--- src/rtl/au_pkg.sv ---
// Shared definitions for the 4-bit arithmetic unit and its command sequencer.
// Holds the AU select encodings, the sequencer state encoding and the default data width.
package au_pkg;

  localparam int AU_WIDTH = 4;

  localparam logic [1:0] AU_ADD = 2'b00;
  localparam logic [1:0] AU_INC = 2'b01;
  localparam logic [1:0] AU_DEC = 2'b10;
  localparam logic [1:0] AU_SHL = 2'b11;

  typedef enum logic [1:0] {
    ST_IDLE = 2'b00,
    ST_EXEC = 2'b01,
    ST_DONE = 2'b10
  } state_t;

endpackage

--- src/rtl/au_acc_sequencer.sv ---
// Command sequencer and accumulator driving an external combinational AU.
// Runs cmd_rep+1 chained AU iterations per command and returns acc plus carry flags.
module au_acc_sequencer
  import au_pkg::*;
#(
  parameter int WIDTH = AU_WIDTH,
  parameter int REP_W = 4
) (
  input  logic             clk,
  input  logic             rst_n,
  input  logic             cmd_valid,
  output logic             cmd_ready,
  input  logic             cmd_load,
  input  logic [1:0]       cmd_op,
  input  logic [WIDTH-1:0] cmd_b,
  input  logic             cmd_cin,
  input  logic [REP_W-1:0] cmd_rep,
  output logic [WIDTH-1:0] au_a,
  output logic [WIDTH-1:0] au_b,
  output logic             au_cin,
  output logic [1:0]       au_s,
  input  logic [WIDTH-1:0] au_y,
  input  logic [3:0]       au_cout,
  output logic             res_valid,
  input  logic             res_ready,
  output logic [WIDTH-1:0] res_data,
  output logic             res_c,
  output logic             res_ovf,
  output logic             res_z
);

  state_t           state;
  logic [WIDTH-1:0] acc;
  logic [WIDTH-1:0] b_q;
  logic             cin_q;
  logic [1:0]       op_q;
  logic [REP_W-1:0] cnt;
  logic             c_q;
  logic             ovf_q;
  logic             carry_sel;

  // The AU reports every op's carry at once; only the selected op's bit matters.
  assign carry_sel = au_cout[op_q];

  always_ff @(posedge clk or negedge rst_n) begin
    if (!rst_n) begin
      state <= ST_IDLE;
      acc   <= '0;
      b_q   <= '0;
      cin_q <= 1'b0;
      op_q  <= 2'b00;
      cnt   <= '0;
      c_q   <= 1'b0;
      ovf_q <= 1'b0;
    end else begin
      case (state)
        ST_IDLE: begin
          if (cmd_valid) begin
            c_q   <= 1'b0;
            ovf_q <= 1'b0;
            if (cmd_load) begin
              acc   <= cmd_b;
              state <= ST_DONE;
            end else begin
              op_q  <= cmd_op;
              b_q   <= cmd_b;
              cin_q <= cmd_cin;
              cnt   <= cmd_rep;
              state <= ST_EXEC;
            end
          end
        end
        ST_EXEC: begin
          acc   <= au_y;
          c_q   <= carry_sel;
          ovf_q <= ovf_q | carry_sel;
          // Counter holds the remaining iterations after this one, so all-ones runs 2**REP_W times.
          if (cnt == '0) begin
            state <= ST_DONE;
          end else begin
            cnt <= cnt - REP_W'(1);
          end
        end
        ST_DONE: begin
          if (res_ready) begin
            state <= ST_IDLE;
          end
        end
        default: state <= ST_IDLE;
      endcase
    end
  end

  assign cmd_ready = (state == ST_IDLE);
  assign res_valid = (state == ST_DONE);
  assign res_data  = acc;
  assign res_c     = c_q;
  assign res_ovf   = ovf_q;
  assign res_z     = (acc == '0);

  assign au_a   = acc;
  assign au_b   = b_q;
  assign au_cin = cin_q;
  assign au_s   = op_q;

endmodule

--- config.mk ---
export PLATFORM = sky130hd
export DESIGN_NAME = au_acc_sequencer
export DESIGN_NICKNAME = d
export VERILOG_FILES = /design/src/rtl/au_pkg.sv /design/src/rtl/au_acc_sequencer.sv
export SDC_FILE = /design/constraint.sdc
export NUM_CORES = 1
export LEC_CHECK = 0
export ABC_AREA = 0
export CORE_ASPECT_RATIO = 0.9
export CORE_MARGIN = 4
export CORE_UTILIZATION = 37
export DETAILED_ROUTE_END_ITERATION = 8
export PLACE_DENSITY = 0.79
export SYNTH_ARGS = -nofsm -noshare
export SYNTH_HDL_FRONTEND = slang
export SYNTH_SLANG_ARGS = --single-unit
--- constraint.sdc ---
create_clock -name clk -period 1.5 [get_ports clk]
set_clock_uncertainty 0.1 [all_clocks]
set_input_delay 0.3 -clock clk [delete_from_list [all_inputs] [get_ports clk]]
set_output_delay 0.3 -clock clk [all_outputs]
set_load 0.01 [all_outputs]
==> results of run 1 <==
## worst max path at each step
stage / slack (ns) / to / cells past startpoint / startpoint
after detailed placement: -0.30 / au_s[1]$_DFFE_PN0P_ / 5 / cmd_valid
after global routing: -0.09 / res_z / 2 / au_a[2]$_DFFE_PN0P_
after CTS: -0.03 / res_z / 2 / au_a[1]$_DFFE_PN0P_
after global placement: -0.27 / au_cin$_DFFE_PN0P_ / 5 / cmd_valid
final: -0.03 / res_z / 2 / au_a[2]$_DFFE_PN0P_
after floorplan: 0.06 / au_b[0]$_DFFE_PN0P_ / 5 / state[0]$_DFFE_PN0P_
## repair_timing
item / CTS / global route
pin swaps: 1 / 7
setup buffers: 5 / 1
setup endpoints to repair: 25 / 20
hold buffers: 0 / 0
resized for setup: 44 / 29
## sequential cells by signal (all words and copies together), names as in the netlist
signal	count
au_cin	1
au_b	4
au_a	4
res_ovf	1
res_c	1
cnt	4
state	2
au_s	2
## logic make-up after synthesis
family | after synthesis | synth area share, %
buf+inv | 11 | 7.26
simple gates | 35 | 18.3
flops | 19 | 47.6
fa+ha+maj | 1 | 1.25
mux | 8 | 12.8
compound gates | 20 | 12.9
## layout make-up
class / count / area, um^2 / area share, %
inverter: 4 / 15.0 / 0.903
clock buffer: 3 / 22.5 / 1.35
clock inverter: 1 / 5.00 / 0.301
tap: 28 / 35.0 / 2.11
multi-input combinational: 64 / 541 / 32.5
sequential: 19 / 475 / 28.6
timing repair buffer: 67 / 569 / 34.2
## cell usage in the layout, fill, tap and decap left out, types with 3 or more instances in the layout
cell type / instances
buf_4: 19
clkbuf_4: 3
a31oi_1: 4
o21ai_0: 3
a21oi_1: 4
nor2_1: 9
nor2b_4: 3
mux2_4: 7
clkbuf_2: 8
clkdlybuf4s50_1: 23
dfrtp_1: 19
buf_6: 6
dlygate4sd2_1: 9
nand2_1: 14
## per-layer routing
layer | global-route usage [%] | up-vias | wire length, um
met5 | 0 | - | 0
met4 | 6.60 | 0 | 36
met3 | 4.53 | 4 | 169
met2 | 28.6 | 30 | 1450
met1 | 18.1 | 450 | 1230
li1 | - | 457 | -
## power by group
part / total, W / internal, W / leakage [nW] / switching, W
clock network: 0.000265 / 0.0000993 / 0.0177 / 0.000165
registers: 0.000980 / 0.000778 / 0.226 / 0.000201
logic: 0.00251 / 0.00136 / 0.532 / 0.00114
total: 0.00375 / 0.00224 / 0.776 / 0.00151
## through the flow
step | hold slack (ns) | utilization (%) | TNS [ns] | instance area [um^2]
6_report | 0.230 | 66.3 | -0.0331 | 1660
5_1_grt | 0.241 | 66.3 | -0.543 | 1660
4_1_cts | 0.229 | 64.3 | -0.0321 | 1610
3_5_place_dp | 0.402 | 61.8 | -4.00 | 1550
3_3_place_gp | 0.385 | 61.8 | -3.35 | 1550
2_1_floorplan | -0.0956 | - | 0 | 1000
==> summary.md, run 1 <==
| Metric | Value |
|---|---|
| Initial core utilization | `roughly two fifths` |
| Number of flops mapped to enable cells by yosys | `0` |
| Top-count cell post-synth | `dfrtp_1` |
| Placed Cells | `roughly 180` |
| FP Rows | `17` |
| Slowest CP cell | `dfrtp_1` |
| Die Wd | `roughly 63 um` |
| Vias in the first global route | `around 990` |
| Top post-synthesis cells by area | `dfrtp_1 48%, mux2_4 11%, nand2_1 5.3%` |
| Status | `complete, but fails checks` |
| Yosys cell types | `25` |
| HPWL after DPL | `1.97 mm` |
| Post-place setup slack | `-0.300 ns` |
| Crit end category | `primary output` |
| Max-cap violations | `0` |
| Clock sink total | `19` |
| Clk_lat worst skew | `~0.3 ns` |
| WL/cell | `between 15 and 20 um` |
| Gr ovfl total | `0` |
| Worst r2r src | `state[0]$_DFFE_PN0P_` |
| Slew margin rel. | `81.3%` |
| Average size of a mapped cell | `roughly 11 um^2` |
| Total power | `approximately 0.0038 W` |
| Final hold vios | `0` |
| Violated checks | `setup timing` |
| First-pass DRT Iterations | `4` |
| Worst Setup Slack, final | `-0.0285 ns` |
| RSZ-0062 raised after global routing | `yes` |
| Die height | `approximately 57 um` |
| Period minus WS final | `approximately 1.5 ns` |
| Vias | `around 940` |
| Slew Viols, Final | `0` |
| Setup CP Type | `flop to primary output` |
| Reg2reg path depth | `5` |
| YS warnings | `0` |
| DIE AREA | `3600 um^2` |
| Reg clk slew, reported paths | `around 0.11 ns` |
| DR iter-0 viols | `38` |
| Total Wirelength | `between 2 and 3 mm` |
| Post-Syn Nets | `119` |
| Core Area | `about 2500 um^2` |
| Max FO, Critical Path | `2` |
| TritonCTS clock tree | `built` |
| CP peak stage delay | `about 0.41 ns` |
| CTS Buffer Depth | `2` |
| Leading area contributor after synthesis | `dfrtp_1` |
| Nets | `between 150 and 200` |
| Yosys top cell area share | `a little under half` |
| Total CTS buffers | `3` |
| Mapped cell area | `between 900 and 1000 um^2` |
| Initial antenna violation count | `0` |
| CP arrival | `about 1.1 ns` |
| Setup violators final | `2` |
| Area grow syn2layout | `66.3%` |
| CTS H-tree depth | `1` |
| I/O pins | `44` |
| Ranking of synthesized cells by instance count | `19 x dfrtp_1, 14 x nand2_1, 9 x nor2_1` |
| Via density | `5.06` |
| Final std cells w/o fill | `186` |
| RR Endpoint | `au_b[2]$_DFFE_PN0P_` |
| Post-synth ARST share | `100%` |
| Root Buffer | `clkbuf_4` |
| Slew @ Worst Pin | `roughly 0.28 ns` |
| Buf/Inv on CP | `1` |
| Cell count after synthesis | `94` |
| CP required | `about 1.1 ns` |
| Fin crit share | `102%` |
| Worst min path class | `input pin to async pin` |
| Lkg Pwr | `roughly 0.78 nW` |
| Final ANT Viol Nets | `0` |
| Synth Flop Type | `dfrtp_1` |
| Worst R2R Setup Slack | `0 ns` |
| Largest net degree at the start of global routing | `20` |
| # diodes | `0` |
| Cell family with most CP delay | `flip-flops` |
| Global-route wire length before repair | `between 4 and 5 mm` |
| Routability cong. | `between 0.7 and 0.8` |
| GRT Resource Usage Total | `between 10% and 20%` |
| Buffers on Ports | `between 40 and 50` |
| Flops & latches, synth | `19` |
| # fillers | `between 150 and 200` |
| Worst-path cell chain | `nor4_2 -> buf_2` |
| Share of layout cells above drive strength 1 | `40.5%` |
| CP Launch Type | `flop` |
| Post-synthesis sequential area ratio | `around 48%` |
| Achievable Freq | `approximately 650 MHz` |
| Number of remaining DRC errors | `0` |
| Maximum VDD drop | `~0.0011 V` |
| PD cells | `2260 nW/um^2` |
No activity file was read; power rests on OpenSTA's default activity.
==> run 2: changes to the inputs <==
Settings changed: CORE_ASPECT_RATIO 0.9 to unset.
==> run 2 against run 1 <==
  * The flow still finishes with violations (setup timing)
  * Global-route usage increased by 1.2 points
  * Largest cell class unchanged
  * Clock power shrank 2%
  * Non-clock buffer count is 1 lower
  * Die area hardly changed
  * Final cell count is 0.54% higher
  * Sequential cell count unchanged
  * Setup slack worse by 0.0063 ns
  * Via count increased by 2.7%
  * Combinational power shrank 3%
  * Clock-buffer cell count is 1 higher
  * Critical path depth grew 2
==> summary.md, run 2 (same netlist as run 1, synthesis figures left out) <==
| Metric | Value |
|---|---|
| Status | `complete, but fails checks` |
| Violated checks | `setup timing` |
| Period minus WS final | `about 1.5 ns` |
| Hold_buf cts | `0` |
| CP arrival | `about 1.6 ns` |
| Initial antenna violation count | `0` |
| Slew margin rel. | `slightly below 70%` |
| Placed Cells | `around 180` |
| # diodes | `0` |
| Fin crit share | `102%` |
| Gr ovfl total | `0` |
| Crit end category | `flop` |
| Clk_lat worst skew | `about 0.30 ns` |
| CP required | `between 1.5 and 2 ns` |
| Total CTS buffers | `3` |
| WL/cell | `16.9 um` |
| Initial core utilization | `approximately two fifths` |
| Largest net degree at the start of global routing | `20` |
| Lkg Pwr | `approximately 0.77 nW` |
| Die height | `~60 um` |
| Vias | `a little under 1000` |
| Most frequent cells in the layout | `22 x clkdlybuf4s50_1, 21 x buf_4, 19 x dfrtp_1, 14 x nand2_1, 10 x dlygate4sd2_1` |
| I/O pins | `between 40 and 50` |
| Nets | `roughly 180` |
| Fin Setup TNS | `-0.178 ns` |
| CP Launch Type | `flop` |
| Slew Viols, Final | `0` |
| Max-cap violations | `0` |
| First-pass DRT Iterations | `4` |
| Core Area | `2520 um^2` |
| Setup violators final | `8` |
| Post-place setup slack | `-0.328 ns` |
| DIE AREA | `about 3600 um^2` |
| Die Wd | `between 50 and 60 um` |
| GRT Resource Usage Total | `roughly 17%` |
| Share of layout cells above drive strength 1 | `approximately 39%` |
| TritonCTS clock tree | `built` |
| # fillers | `200` |
| Final ANT Viol Nets | `0` |
| Slew @ Worst Pin | `around 0.47 ns` |
| PD cells | `~2300 nW/um^2` |
| Root Buffer | `clkbuf_4` |
| Final std cells w/o fill | `between 150 and 200` |
| Worst min path class | `input pin to async pin` |
| Routability cong. | `0.771` |
| FP Rows | `18` |
| CTS H-tree depth | `1` |
| Setup CP Type | `flop to flop` |
| Final hold vios | `0` |
| Total Wirelength | `between 3 and 4 mm` |
| Final core utilization | `64.9%` |
| Reg clk slew, reported paths | `between 0.1 and 0.15 ns` |
| Clock sink total | `19` |
| Max FO, Critical Path | `8` |
| DR iter-0 viols | `20` |
| Global-route wire length before repair | `4.61 mm` |
| Worst Setup Slack, final | `-0.0348 ns` |
| Achievable Freq | `roughly 650 MHz` |
| CTS Buffer Depth | `2` |
| HPWL after DPL | `2.10 mm` |
| Register Area | `around 480 um^2` |
| Footprint of the multi-input gates | `539 um^2` |
| Vias in the first global route | `between 1000 and 1500` |
| Area grow syn2layout | `63.7%` |
| Number of remaining DRC errors | `0` |
| Commonest non-fill, non-tap cell in the layout | `clkdlybuf4s50_1` |
| RSZ-0062 raised after global routing | `yes` |
| Buffers on Ports | `between 40 and 50` |
| Maximum VDD drop | `0.00164 V` |
| Via density | `between 5 and 6` |
run 2: final timing paths:
path / from / to / slack [ns] / cells past startpoint
max in group asynchronous: rst_n / res_ovf$_DFFE_PN0P_ / 0.86 / 2
worst max-delay path: state[1]$_DFFE_PN0P_ / au_b[0]$_DFFE_PN0P_ / -0.03 / 4
worst max register to register: state[1]$_DFFE_PN0P_ / au_b[0]$_DFFE_PN0P_ / -0.03 / 4
worst min register to register: res_ovf$_DFFE_PN0P_ / res_ovf$_DFFE_PN0P_ / 0.42 / 2
worst min-delay path: rst_n / au_s[0]$_DFFE_PN0P_ / 0.23 / 2
min in group clk: res_ovf$_DFFE_PN0P_ / res_ovf$_DFFE_PN0P_ / 0.42 / 2
run 2: routing by layer:
layer | GRT usage [%] | wire length, um
met3 | 5.18 | 171
met4 | 4.43 | 31
met1 | 16.9 | 1080
met5 | 0 | 0
met2 | 34.1 | 1880
run 2: repair_timing:
action | 4_1_cts | 5_1_grt
buffers inserted | 4 | 2
endpoints found under the setup margin | 30 | 24
gates resized for setup | 46 | 23
pin swaps | 3 | 4
gates cloned | 0 | 0
run 2: layout make-up:
type                       count  area share (%)
multi-input combinational     64            33.0
clock buffer                   4            1.61
sequential                    19            29.1
inverter                       4           0.917
timing repair buffer          66            33.2
tap                           30            2.29
run 2: report_power, final:
part	switching (W)	internal (W)
logic	0.00116	0.00128
registers	0.000202	0.000779
clock network	0.000155	0.000104
run 2: stage by stage:
step	hold slack, ns	area [um^2]	total power, W
after floorplan	-0.0956	1000	0.00221
after global placement	0.387	1550	0.00313
after detailed placement	0.394	1550	0.00325
after CTS	0.233	1600	0.00350
final	0.232	1640	0.00368
after global routing	0.232	1640	0.00394
run 2: critical path: stages, from the launching register on:
cell      delay (ns)
dfrtp_1         0.43
buf_6           0.15
o21bai_4        0.19
nor2_8          0.23
mux2_4          0.33
